--- src/rtl/axi_image_streamer.sv ---
// axi_image_streamer: reads one frame of gray pixels from single-port BRAM and
// emits it as an AXI4-Stream of RGB beats (gray byte replicated into {g,g,g}).
// A 4-entry output FIFO absorbs read latency so backpressure never loses beats.
`timescale 1ns/1ps
module axi_image_streamer #(
  parameter int unsigned pixel_per_clk = 8,
  parameter int unsigned addr_width    = 14,
  parameter int unsigned line_beats    = 80,
  parameter int unsigned frame_lines   = 200
) (
  input  logic                         ACLK,
  input  logic                         ARESETn,
  input  logic                         start,
  output logic                         busy,
  output logic                         done,
  output logic                         bram_en,
  output logic [addr_width-1:0]        bram_addr,
  input  logic [8*pixel_per_clk-1:0]   bram_data_in,
  output logic                         M_TVALID,
  input  logic                         M_TREADY,
  output logic [24*pixel_per_clk-1:0]  M_TDATA,
  output logic [3*pixel_per_clk-1:0]   M_TKEEP,
  output logic [3*pixel_per_clk-1:0]   M_TSTRB,
  output logic                         M_TLAST,
  output logic                         M_TUSER
);

  localparam int unsigned DataW      = 8 * pixel_per_clk;
  localparam int unsigned BeatW      = (line_beats > 1) ? $clog2(line_beats) : 1;
  localparam int unsigned LineW      = (frame_lines > 1) ? $clog2(frame_lines) : 1;
  localparam longint unsigned FrameBeats = longint'(line_beats) * longint'(frame_lines);

  if (FrameBeats > (longint'(1) << addr_width)) begin : g_size_check
    $error("frame does not fit in the BRAM address space");
  end

  typedef enum logic [0:0] {StIdle, StStream} state_e;

  state_e state_q, state_d;

  // Read side
  logic [addr_width-1:0] addr_q;
  logic                  rd_pend_q;
  logic [BeatW-1:0]      beat_q;
  logic [LineW-1:0]      line_q;
  logic                  rd_issue;

  // Sideband pipe alongside the BRAM read latency
  logic                  inflight_q;
  logic                  pipe_tuser_q;
  logic                  pipe_tlast_q;

  // Output FIFO
  logic [DataW-1:0]      data_mem_q  [4];
  logic                  tuser_mem_q [4];
  logic                  tlast_mem_q [4];
  logic [1:0]            wr_ptr_q;
  logic [1:0]            rd_ptr_q;
  logic [2:0]            fifo_count_q;
  logic [2:0]            fifo_count_d;
  logic [DataW-1:0]      head_data;
  logic                  head_tuser;
  logic                  head_tlast;
  logic                  hs;

  // Output side
  logic [LineW-1:0]      out_line_q;
  logic                  frame_end;
  logic                  done_q;

  assign head_data  = data_mem_q[rd_ptr_q];
  assign head_tuser = tuser_mem_q[rd_ptr_q];
  assign head_tlast = tlast_mem_q[rd_ptr_q];
  assign hs         = (fifo_count_q != 3'd0) && M_TREADY;

  // Counting in-flight reads against the FIFO guarantees a landing slot.
  assign rd_issue = (state_q == StStream) && rd_pend_q &&
                    (({1'b0, fifo_count_q} + {3'b000, inflight_q}) <= 4'd2);

  assign frame_end = (state_q == StStream) && hs && head_tlast &&
                     (out_line_q == LineW'(frame_lines - 1));

  // FSM state register
  always_ff @(posedge ACLK or negedge ARESETn) begin
    if (!ARESETn) state_q <= StIdle;
    else          state_q <= state_d;
  end

  // FSM next state: start only honoured when idle
  always_comb begin
    state_d = state_q;
    unique case (state_q)
      StIdle:   if (start) state_d = StStream;
      StStream: if (frame_end) state_d = StIdle;
      default:  state_d = StIdle;
    endcase
  end

  // FSM outputs
  always_comb begin
    busy      = (state_q == StStream);
    done      = done_q;
    bram_en   = rd_issue;
    bram_addr = addr_q;
    M_TVALID  = (fifo_count_q != 3'd0);
  end

  // Read address and beat/line counters
  always_ff @(posedge ACLK or negedge ARESETn) begin
    if (!ARESETn) begin
      addr_q    <= '0;
      rd_pend_q <= 1'b0;
      beat_q    <= '0;
      line_q    <= '0;
    end else if (state_q == StIdle) begin
      if (start) begin
        addr_q    <= '0;
        rd_pend_q <= 1'b1;
        beat_q    <= '0;
        line_q    <= '0;
      end
    end else if (rd_issue) begin
      if (longint'(addr_q) == FrameBeats - 1) begin
        addr_q    <= '0;
        rd_pend_q <= 1'b0;
      end else begin
        addr_q <= addr_q + 1'b1;
      end
      if (beat_q == BeatW'(line_beats - 1)) begin
        beat_q <= '0;
        line_q <= line_q + 1'b1;
      end else begin
        beat_q <= beat_q + 1'b1;
      end
    end
  end

  // Sideband pipe: flags follow their read by one cycle
  always_ff @(posedge ACLK or negedge ARESETn) begin
    if (!ARESETn) begin
      inflight_q   <= 1'b0;
      pipe_tuser_q <= 1'b0;
      pipe_tlast_q <= 1'b0;
    end else begin
      inflight_q <= rd_issue;
      if (rd_issue) begin
        pipe_tuser_q <= (addr_q == '0);
        pipe_tlast_q <= (beat_q == BeatW'(line_beats - 1));
      end
    end
  end

  always_comb begin
    fifo_count_d = fifo_count_q + {2'b00, inflight_q} - {2'b00, hs};
  end

  // Output FIFO: written as read data lands, popped on handshake
  always_ff @(posedge ACLK or negedge ARESETn) begin
    if (!ARESETn) begin
      for (int i = 0; i < 4; i++) begin
        data_mem_q[i]  <= '0;
        tuser_mem_q[i] <= 1'b0;
        tlast_mem_q[i] <= 1'b0;
      end
      wr_ptr_q     <= '0;
      rd_ptr_q     <= '0;
      fifo_count_q <= '0;
    end else begin
      if (inflight_q) begin
        data_mem_q[wr_ptr_q]  <= bram_data_in;
        tuser_mem_q[wr_ptr_q] <= pipe_tuser_q;
        tlast_mem_q[wr_ptr_q] <= pipe_tlast_q;
        wr_ptr_q              <= wr_ptr_q + 1'b1;
      end
      if (hs) rd_ptr_q <= rd_ptr_q + 1'b1;
      fifo_count_q <= fifo_count_d;
    end
  end

  // Output line tracking and the done pulse
  always_ff @(posedge ACLK or negedge ARESETn) begin
    if (!ARESETn) begin
      out_line_q <= '0;
      done_q     <= 1'b0;
    end else begin
      done_q <= frame_end;
      if (state_q == StIdle) begin
        if (start) out_line_q <= '0;
      end else if (hs && head_tlast) begin
        out_line_q <= out_line_q + 1'b1;
      end
    end
  end

  // RGB expansion of the registered FIFO head
  always_comb begin
    M_TDATA = '0;
    for (int p = 0; p < int'(pixel_per_clk); p++) begin
      M_TDATA[24*p +: 24] = {3{head_data[8*p +: 8]}};
    end
    M_TUSER = head_tuser;
    M_TLAST = head_tlast;
    M_TKEEP = '1;
    M_TSTRB = '1;
  end

  fifo_bound: assert property (@(posedge ACLK) disable iff (!ARESETn) fifo_count_q <= 3'd4);

endmodule

--- config.mk ---
export PLATFORM = sky130hd
export DESIGN_NAME = axi_image_streamer
export DESIGN_NICKNAME = d
export VERILOG_FILES = /design/src/rtl/axi_image_streamer.sv
export SDC_FILE = /design/constraint.sdc
export NUM_CORES = 1
export LEC_CHECK = 0
export CORE_AREA = 2 2 168 170
export CTS_CLUSTER_DIAMETER = 100
export DETAILED_ROUTE_END_ITERATION = 10
export DIE_AREA = 0 0 170 172
export GPL_TIMING_DRIVEN = 1
export PLACE_DENSITY = 0.82
export SYNTH_ARGS = -nofsm -noshare
export SYNTH_HDL_FRONTEND = slang
export SYNTH_SLANG_ARGS = --single-unit
--- constraint.sdc ---
create_clock -name ACLK -period 3.8 [get_ports ACLK]
set_input_delay 0.76 -clock ACLK [delete_from_list [all_inputs] [get_ports ACLK]]
set_output_delay 0.76 -clock ACLK [all_outputs]
set_load 0.05 [all_outputs]
==> results.yml <==
cells_and_area:
  area_growth_pct: 21.02
  final_common_cell: "dfrtp_1"
  fin_area_um2: 18010
  drive_gt1_share_pct: 33.03
  nNetsFinal: 1280
  insertedDiodeCount: 0
  most-common-layout-cells: "dfrtp_1 (304), clkdlybuf4s50_1 (277), mux2_2 (261)"
  finish.utilization_pct: 65.56
placement:
  gp_congestion: 0.7654
  post-dp-hpwl_um: 19140
  dpl_cell_area_um2: 16920
  portBuffers: 279
detailed_routing:
  dr.pass1.iters: 4
  drt-initial-drc-count: 405
  drc: 0
  vias_per_cell: 5.607
  wl_um: 30330
  via_count: 8781
  wl_per_cell_um: 19.37
  antenna_left: 0
worst_setup_path:
  critPathKind: "reg2out"
  required_ns: 3.04
  critPathBufInv: 2
  crit_fanout: 35
  crit_path_cell_trace: "buf_12 -> mux4_2 -> clkdlybuf4s50_1"
  slowest_stage: "clkdlybuf4s50_1"
  worstPathArrival_ns: 2.65
  r2r_slack_ns: 1.16
  reg2reg_depth: 6
  regToRegStartpoint: "inflight_q$_DFF_PN0_"
  start_kind: "flop"
  cp_top_family: "buffers and inverters"
  cp-end-kind: "output port"
  cpPeakStageDelay_ns: 0.75
  worstReg2RegEnd: "pipe_tuser_q$_DFFE_PN0P_"
synthesis:
  synth_cell_types: 53
  yosysSeqAreaShare_pct: 51.45
  syn_inst: 1053
  ys.flop_type: "dfrtp_1"
  syn_area_um2: 14880
  async_reset_ff_share_pct: 100.0
  ys_ff_latch: 306
  yosys_warnings: 0
  synth-edff-count: 0
  syn_area_per_cell_um2: 14.14
job:
  maxCapViolations: 0
sta:
  finalCritPeriodShare_pct: 89.84
  max_freq_ghz: 0.2929
  setup_tns_ns: 0
  clock_skew_ns: 0.02172
  finalHoldViolCount: 0
  setup_viol: 0
  slew_headroom_pct: 26.48
  worstMarginPinSlew_ns: 1.103
  rsz0062_at_grt: "no"
  drv_slew: 0
  layout_min_cycle_time_ns: 3.414
global_routing:
  grt_pass1_wl_um: 48580
  grt-ovfl-total: 0
  grt_pass1_vias: 9122
  grt_start_max_net_pins: 91
  track_usage_pct: 20.94
  antenna_found_initial: 1
clock_network:
  clk_transition_reported_paths_ns: 0.06
  numCtsBuffers: 34
  clockRootBuffer: "clkbuf_16"
  cts_post_setup_buffers_inserted: 0
  cts_max_level: 2
  clkLatencyLatePin_ns: 0.50
  hold_buffers: 0
  clockBufferDepth: 3
  clkSinkCount: 306
  cts.repair.resized: 0
  cts_tree: "built"
die:
  rows: 61
  boundaryPins: 328
  dieArea_um2: 29240
  die-width_um: 170
  fp.dieH_um: 172
  initial_core_util_pct: 54.17
  core_area_um2: 27480
min_path:
  hold_path.class: "in2async"
outcome:
  outcome: "finished clean"
sequential cells by signal, summed over array words and instances, names as in the netlist, 2 cells and up:
register	flops
data_mem_q	256
tlast_mem_q	4
rd_ptr_q	2
tuser_mem_q	4
wr_ptr_q	2
out_line_q	8
beat_q	7
bram_addr	14
fifo_count_q	3
worst max-delay path by stage:
stage	startpoint	cells past startpoint	slack, ns	end
after floorplan	rd_ptr_q[0]$_DFFE_PN0P_	5	1.07	M_TDATA[107]
after global placement	rd_ptr_q[1]$_DFFE_PN0P_	3	0.91	M_TDATA[130]
after detailed placement	rd_ptr_q[1]$_DFFE_PN0P_	3	0.89	M_TDATA[10]
after CTS	rd_ptr_q[1]$_DFFE_PN0P_	3	0.35	M_TDATA[10]
after global routing	inflight_q$_DFF_PN0_	5	0.30	bram_en
final	rd_ptr_q[1]$_DFFE_PN0P_	3	0.39	M_TDATA[10]
cell usage after synthesis (all sizes together), types with 2 or more instances:
master  instances  area, µm²
a21o            3      22.52
a21oi           5      25.02
a31o            2      17.52
a31oi           9      56.30
a41oi           4      35.03
and2            4      25.02
and3            4      25.02
buf           211       1500
clkbuf         17      63.81
dfrtp         306       7657
ha             13      162.7
inv            12      45.04
mux2          261       2939
mux2i           3      30.03
mux4           66       1486
nand2          30      112.6
nand2b          3      18.77
nand3          11      65.06
nand4           6      37.54
nor2           16      60.06
nor2b           2      12.51
nor3            3      15.01
nor4            3      18.77
o211ai          5      37.54
o21a            3      22.52
o21ai          17      85.08
o31a            2      17.52
o31ai           4      35.03
or3             2      12.51
or4             4      30.03
xnor2           2      17.52
xor2            6      52.55
final cells by class:
| cell class | instances | area [µm²] |
|---|---|---|
| Fill cell | 1984 | 9464 |
| Sequential cell | 306 | 7665 |
| Multi-Input combinational cell | 554 | 5824 |
| Timing Repair Buffer | 290 | 2953 |
| Clock buffer | 53 | 1064 |
| Tap cell | 346 | 432.9 |
| Inverter | 12 | 45.04 |
| Clock inverter | 5 | 28.78 |
layer usage:
layer  global-route usage, %  part of all wire (%)  up-vias  routed length [µm]
li1                        -                     -     3864                   -
met1                   28.04                    42     4603               12820
met2                   36.10                    51      276               15450
met3                   3.365                   4.9       38                1499
met4                   5.314                   1.9        0                 571
met5                       0                     0        -                   0
through the flow:
step                      instances  setup WS, ns  hold WS (ns)
final                          1566        0.3862        0.2805
after floorplan                1100         1.067        0.4446
after CTS                      1566        0.3479        0.3125
after global routing           1566        0.2966        0.3287
after global placement         1508        0.9120        0.4717
after detailed placement       1508        0.8863        0.4757
logic make-up after synthesis:
family / after synthesis / share of synthesized area (%)
and+or+nand+nor: 92 / 3.136
other: 1 / 0.02519
adders and majority gates: 14 / 1.227
xor gates and xnor gates: 8 / 0.4708
DFF: 306 / 51.45
muxes: 330 / 29.93
AOI/OAI and AO/OA: 62 / 2.951
buffers and inverters: 240 / 10.81
Power is not shown: default switching activity piles up to over one toggle a cycle in this logic, so the estimate is an artifact.
